## config.mk

```make
export PLATFORM = sky130hd
export DESIGN_NAME = array_drain
export DESIGN_NICKNAME = d
export VERILOG_FILES = /design/src/rtl/array_drain.sv
export SDC_FILE = /design/constraint.sdc
export NUM_CORES = 1
export LEC_CHECK = 0
export CAP_MARGIN = 20
export CORE_MARGIN = 4
export CORE_UTILIZATION = 45
export CTS_CLUSTER_SIZE = 16
export DETAILED_ROUTE_END_ITERATION = 10
export GPL_TIMING_DRIVEN = 1
export HOLD_SLACK_MARGIN = 0.05
export SETUP_SLACK_MARGIN = 0.02
export SLEW_MARGIN = 20
export SYNTH_ARGS = -nofsm -noshare
export SYNTH_HDL_FRONTEND = slang
export SYNTH_SLANG_ARGS = --single-unit
```

## constraint.sdc

```tcl
create_clock -name clk_i -period 13.6 [get_ports clk_i]
set_input_delay 2.72 -clock clk_i [delete_from_list [all_inputs] [get_ports clk_i]]
set_output_delay 2.72 -clock clk_i [all_outputs]
set_load 0.1 [all_outputs]
```

## src/rtl/array_drain.sv

```systemverilog
// ============================================================================
// array_drain
// ----------------------------------------------------------------------------
// Drains the bottom row of a systolic array. Column k of a row arrives k
// cycles after column 0, so each column is delayed by NUM_COLS-1-k cycles
// (and the row valid by NUM_COLS-1 cycles) to re-align the row. Aligned rows
// are pushed into a small FIFO whose head is held in output registers.
// The array cannot be stalled: a row arriving at a full FIFO with no pop in
// the same cycle is dropped and a sticky overflow flag is raised.
//
// Optional build macro:
//   DRAIN_RELU_EN - each word written to the FIFO is forced to zero when its
//                   MSB is set (negative in two's complement). Timing is the
//                   same with and without the macro.
//
// Ports:
//   clk_i        in   1                   clock, rising edge
//   rst_i        in   1                   asynchronous active-high reset
//   col_data_i   in   NUM_COLS*NUM_BITS   skewed column outputs, column k at
//                                         [k*NUM_BITS +: NUM_BITS]
//   in_valid_i   in   1                   column 0 carries row data this cycle
//   row_o        out  NUM_COLS*NUM_BITS   deskewed row at the FIFO head
//   row_valid_o  out  1                   row_o is valid
//   row_ready_i  in   1                   consumer accepts row_o
//   count_o      out  $clog2(DEPTH)+1     FIFO occupancy
//   overflow_o   out  1                   sticky: a row was dropped
//   clr_i        in   1                   synchronous clear of overflow_o
// ============================================================================

package array_drain_pkg;
    localparam int NUM_BITS = 8;
endpackage

module array_drain #(
    parameter int NUM_BITS = array_drain_pkg::NUM_BITS,
    parameter int NUM_COLS = 4,
    parameter int DEPTH    = 4
) (
    input  logic                           clk_i,
    input  logic                           rst_i,
    input  logic [NUM_COLS*NUM_BITS-1:0]   col_data_i,
    input  logic                           in_valid_i,
    output logic [NUM_COLS*NUM_BITS-1:0]   row_o,
    output logic                           row_valid_o,
    input  logic                           row_ready_i,
    output logic [$clog2(DEPTH):0]         count_o,
    output logic                           overflow_o,
    input  logic                           clr_i
);

    localparam int RW = NUM_COLS * NUM_BITS;
    localparam int PW = $clog2(DEPTH);
    localparam int CW = PW + 1;
    localparam logic [CW-1:0] FULL_CNT = CW'(DEPTH);

    typedef logic [PW-1:0] ptr_t;

`ifdef DRAIN_RELU_EN
    // Clamp a negative two's-complement word to zero.
    function automatic logic [NUM_BITS-1:0] relu_word(input logic [NUM_BITS-1:0] w);
        logic [NUM_BITS-1:0] r;
        if (w[NUM_BITS-1]) begin
            r = '0;
        end else begin
            r = w;
        end
        return r;
    endfunction
`endif

    // ------------------------------------------------------------------
    // Deskew pipeline
    // ------------------------------------------------------------------
    logic [NUM_COLS-2:0] vld_r;
    logic [RW-1:0]       aligned_raw_s;
    logic [RW-1:0]       aligned_s;
    logic                aligned_valid_s;

    // Row valid travels alongside column 0, so it sees the longest delay.
    always_ff @(posedge clk_i or posedge rst_i) begin
        if (rst_i) begin
            vld_r <= '0;
        end else begin
            vld_r[0] <= in_valid_i;
            for (int j = 1; j < NUM_COLS - 1; j++) begin
                vld_r[j] <= vld_r[j-1];
            end
        end
    end

    assign aligned_valid_s = vld_r[NUM_COLS-2];

    for (genvar k = 0; k < NUM_COLS; k++) begin : g_col
        if (k == NUM_COLS - 1) begin : g_direct
            // The last column arrives already aligned with the delayed valid.
            assign aligned_raw_s[k*NUM_BITS +: NUM_BITS] = col_data_i[k*NUM_BITS +: NUM_BITS];
        end else begin : g_delay
            localparam int D = NUM_COLS - 1 - k;
            logic [NUM_BITS-1:0] dly_r [D];

            // Shift register delaying this column by D cycles.
            always_ff @(posedge clk_i or posedge rst_i) begin
                if (rst_i) begin
                    for (int j = 0; j < D; j++) begin
                        dly_r[j] <= '0;
                    end
                end else begin
                    dly_r[0] <= col_data_i[k*NUM_BITS +: NUM_BITS];
                    for (int j = 1; j < D; j++) begin
                        dly_r[j] <= dly_r[j-1];
                    end
                end
            end

            assign aligned_raw_s[k*NUM_BITS +: NUM_BITS] = dly_r[D-1];
        end
    end

    // Optional per-word ReLU on the aligned row before it enters the FIFO.
    always_comb begin
        aligned_s = aligned_raw_s;
`ifdef DRAIN_RELU_EN
        for (int k = 0; k < NUM_COLS; k++) begin
            aligned_s[k*NUM_BITS +: NUM_BITS] = relu_word(aligned_raw_s[k*NUM_BITS +: NUM_BITS]);
        end
`endif
    end

    // ------------------------------------------------------------------
    // Row FIFO with registered head
    // ------------------------------------------------------------------
    logic [RW-1:0] mem_r [DEPTH];
    ptr_t          wr_ptr_r;
    ptr_t          rd_ptr_r;
    ptr_t          wr_ptr_next_s;
    ptr_t          rd_ptr_next_s;
    logic [CW-1:0] count_r;
    logic [CW-1:0] count_next_s;
    logic [RW-1:0] row_r;
    logic [RW-1:0] head_next_s;
    logic          row_valid_r;
    logic          overflow_r;
    logic          pop_s;
    logic          full_s;
    logic          push_s;
    logic          drop_s;

    // Push/pop decisions and next-state of pointers, occupancy and head.
    always_comb begin
        pop_s  = row_valid_r & row_ready_i;
        full_s = (count_r == FULL_CNT);
        // A full FIFO still accepts a row when its head leaves in the same cycle.
        push_s = aligned_valid_s & (~full_s | pop_s);
        drop_s = aligned_valid_s & full_s & ~pop_s;

        if (pop_s) begin
            rd_ptr_next_s = rd_ptr_r + PW'(1'b1);
        end else begin
            rd_ptr_next_s = rd_ptr_r;
        end

        if (push_s) begin
            wr_ptr_next_s = wr_ptr_r + PW'(1'b1);
        end else begin
            wr_ptr_next_s = wr_ptr_r;
        end

        case ({push_s, pop_s})
            2'b10:   count_next_s = count_r + CW'(1'b1);
            2'b01:   count_next_s = count_r - CW'(1'b1);
            default: count_next_s = count_r;
        endcase

        // The next head is the incoming row when it lands in the slot the
        // read pointer is about to point at (empty FIFO, or one entry popped).
        if (count_next_s == '0) begin
            head_next_s = row_r;
        end else if (push_s && (wr_ptr_r == rd_ptr_next_s)) begin
            head_next_s = aligned_s;
        end else begin
            head_next_s = mem_r[rd_ptr_next_s];
        end
    end

    // FIFO storage write.
    always_ff @(posedge clk_i or posedge rst_i) begin
        if (rst_i) begin
            for (int i = 0; i < DEPTH; i++) begin
                mem_r[i] <= '0;
            end
        end else begin
            if (push_s) begin
                mem_r[wr_ptr_r] <= aligned_s;
            end
        end
    end

    // Pointers, occupancy and registered head outputs.
    always_ff @(posedge clk_i or posedge rst_i) begin
        if (rst_i) begin
            wr_ptr_r    <= '0;
            rd_ptr_r    <= '0;
            count_r     <= '0;
            row_r       <= '0;
            row_valid_r <= 1'b0;
        end else begin
            wr_ptr_r    <= wr_ptr_next_s;
            rd_ptr_r    <= rd_ptr_next_s;
            count_r     <= count_next_s;
            row_r       <= head_next_s;
            row_valid_r <= (count_next_s != '0);
        end
    end

    // Sticky overflow; a new drop wins over a coinciding clear.
    always_ff @(posedge clk_i or posedge rst_i) begin
        if (rst_i) begin
            overflow_r <= 1'b0;
        end else if (drop_s) begin
            overflow_r <= 1'b1;
        end else if (clr_i) begin
            overflow_r <= 1'b0;
        end else begin
            overflow_r <= overflow_r;
        end
    end

    assign row_o       = row_r;
    assign row_valid_o = row_valid_r;
    assign count_o     = count_r;
    assign overflow_o  = overflow_r;

endmodule

```

==> out/metrics.csv <==
stage,metric,value,unit
synth,Syn Nets,716,
timing,Worst Max-Slew Pin Slew,1115,ps
routing,Via density,5.444,
placed_design,placed wire-length estimate,11160,um
routing,Routed WL per cell,19.12,um
synth,largest cells by area after synthesis,"dfrtp_1 (60%), mux2_2 (12%), mux2i_1 (3.7%), mux2_1 (3.5%), o211ai_1 (2.5%)",
timing,"Slew Viols, Final",0,
global_routing,initial antenna violation count,0,
clocking,CTS tree,built,
synth,"flops & latches, synth",220,
cells_and_area,area delta synth->final,16.89,%
synth,number of flops mapped to enable cells by yosys,0,
worst_setup_path,crit end category,register,
synth,Post-Syn Instances,674,
clocking,Clock transition at path regs,60,ps
worst_setup_path,reg2reg setup slack,10580,ps
routing,routed wl met3,741,um
routing,WL final,19500,um
timing,final hold slack,345.3,ps
placed_design,gpl congestion,0.7503,
cells_and_area,Layout Utilization,53.44,%
worst_setup_path,CP max FO,50,
placed_design,placed cell areas,10030,sq um
floorplan,IO Pins,74,
synth,Main synth FF type,dfrtp_1,
timing,Slew Limit Headroom,25.65,%
global_routing,largest net degree at the start of global routing,149,
synth,Synth Area per Inst,13.68,sq um
cells_and_area,multi-input logic area,3366,sq um
run,Max-Cap Viols,0,
floorplan,Std-Cell Rows,52,
routing,Vias,5553,
cells_and_area,share of layout cells above drive strength 1,21.07,%
timing,Final period util,39.54,%
synth,Synth top area share,59.71,%
cells_and_area,Filler cells,1717,
worst_setup_path,WP data arrival,5790,ps
clocking,clock sinks,220,
cells_and_area,Layout Nets,774,
routing,max layer used,met4,
routing,Iteration-0 DRC Markers,216,
cells_and_area,design area,10780,sq um
timing,final hold vios,0,
synth,Unique masters post-synth,43,
timing,Max Clock Skew,4.886,ps
worst_setup_path,Worst setup SP type,input port,
synth,Synth Warn #,0,
clocking,H-tree depth,1,
global_routing,first-pass GRT wire length,31880,um
clocking,CTS Buf Count,24,
routing,met2 WL,9730,um
clocking,Clock Latency Late Sink,500,ps
synth,most common cell in the netlist,dfrtp_1,
floorplan,die width,151.1,um
clocking,clock tree buffer depth,3,
clocking,Hold Buf Count CTS,0,
routing,wl on met1,8666,um
cells_and_area,register area,5507,sq um
clocking,Post-CTS Setup Inserts,0,
routing,Remaining DRCs,0,
floorplan,die area,22840,sq um
cells_and_area,# diodes,0,
timing,setup TNS,0,ps
placed_design,number of port buffers,73,
floorplan,area of the core,20170,sq um
clocking,clk root buf,clkbuf_16,
synth,Post-synth top cells,"dfrtp_1 (220), mux2_2 (100), nand2_1 (38)",
synth,sequential element share of the synthesized area,59.71,%
worst_setup_path,crit path kind,input port to register,
worst_setup_path,data required time at the worst endpoint,14020,ps
floorplan,initial core utilization,45.71,%
global_routing,remaining global-route overflow,0,
timing,minimum clock period,5377,ps
routing,drt pass-1 iters,4,
floorplan,die height,151.1,um
min_path,Worst Hold Class,register to register,
synth,ys async rst share,100.0,%
timing,FMAX,186.0,MHz
global_routing,number of global-route vias before repair,5962,
timing,RSZ-0062 raised after global routing,false,
synth,Post-Syn Area,9220,sq um
timing,final setup violating endpoints,0,
synth,Synth area leader,dfrtp_1,
clocking,Resize count post-CTS,0,
routing,Antenna Violating Nets Remaining,0,
global_routing,GRT Total Usage,17.69,%
outcome,status,completed,
area by class of cell:
type / count / area share, %
Clock buffer: 35 / 6.431
Sequential cell: 220 / 51.09
Inverter: 8 / 0.3947
Multi-Input combinational cell: 398 / 31.23
Clock inverter: 9 / 0.4528
Timing Repair Buffer: 80 / 7.267
Tap cell: 270 / 3.134
per-stage QoR:
step / cells / worst slack [ps]
floorplan: 674 / 4859
detailed placement: 976 / 7714
finish: 1020 / 8223
global placement: 976 / 7880
CTS: 1020 / 8237
global route: 1020 / 7914
worst max-delay path, stage by stage:
cell	delay, ps
clkdlybuf4s50_1	710
nand3b_1	220
fa_1	490
xor2_1	180
mux2i_1	180
a31oi_4	450
buf_4	560
nor2_1	90
a31oi_1	160
cell families (layout without fill, tap and decap cells):
| logic type | after synthesis | count (layout) | synth area share (%) |
|---|---|---|---|
| DFF | 220 | 220 | 59.71 |
| xor gates and xnor gates | 6 | 6 | 0.5700 |
| and+or+nand+nor | 103 | 103 | 5.591 |
| muxes | 163 | 163 | 19.45 |
| buffers and inverters | 56 | 132 | 3.949 |
| adders and majority gates | 5 | 5 | 0.7600 |
| AOI/OAI and AO/OA | 121 | 121 | 9.974 |
metal layers:
metal,global-route usage (%),vias to the layer above
li1,-,2555
met1,23.49,2876
met2,30.41,91
met3,2.902,31
met4,4.533,0
met5,0,-
sequential cells by signal, indices dropped and copies added, names as in the netlist:
signal               cells
rd_ptr_r                 2
row_valid_o              1
vld_r                    3
aligned_raw_s           16
overflow_o               1
g_col.g_delay.dly_r     32
mem_r                  128
count_o                  3
row_o                   32
wr_ptr_r                 2
worst paths after layout:
path / startpoint / end / cells after the start
worst max register to register: row_valid_o / row_o[12] / 8
worst min-delay path: g_col[1].g_delay.dly_r[15] / aligned_raw_s[15] / 0
min in group asynchronous: rst_i / g_col[0].g_delay.dly_r[20] / 2
worst max-delay path: row_ready_i / row_o[12] / 9
worst min register to register: g_col[1].g_delay.dly_r[15] / aligned_raw_s[15] / 0
max in group asynchronous: rst_i / rd_ptr_r[1] / 3
layout by cell type (no fill, tap or decap), drive strengths merged:
master / n
a21bo: 2
a21boi: 1
a221oi: 1
a2bb2oi: 20
a31oi: 34
and2: 1
and3: 1
and3b: 2
and4b: 1
buf: 7
clkbuf: 35
clkdlybuf4s50: 73
clkinv: 10
dfrtp: 220
fa: 1
ha: 4
inv: 7
mux2: 129
mux2i: 34
nand2: 43
nand3: 3
nand3b: 12
nand4: 1
nand4b: 2
nor2: 35
o2111ai: 1
o211ai: 31
o21a: 2
o21ai: 14
o22a: 1
o22ai: 1
o311a: 11
o311ai: 1
o31a: 1
or2: 1
or4b: 1
xnor2: 5
xor2: 1
Power is left out: the tool's default activity adds up to more than one toggle a clock period on the data nets, which glitch-free logic cannot reach.
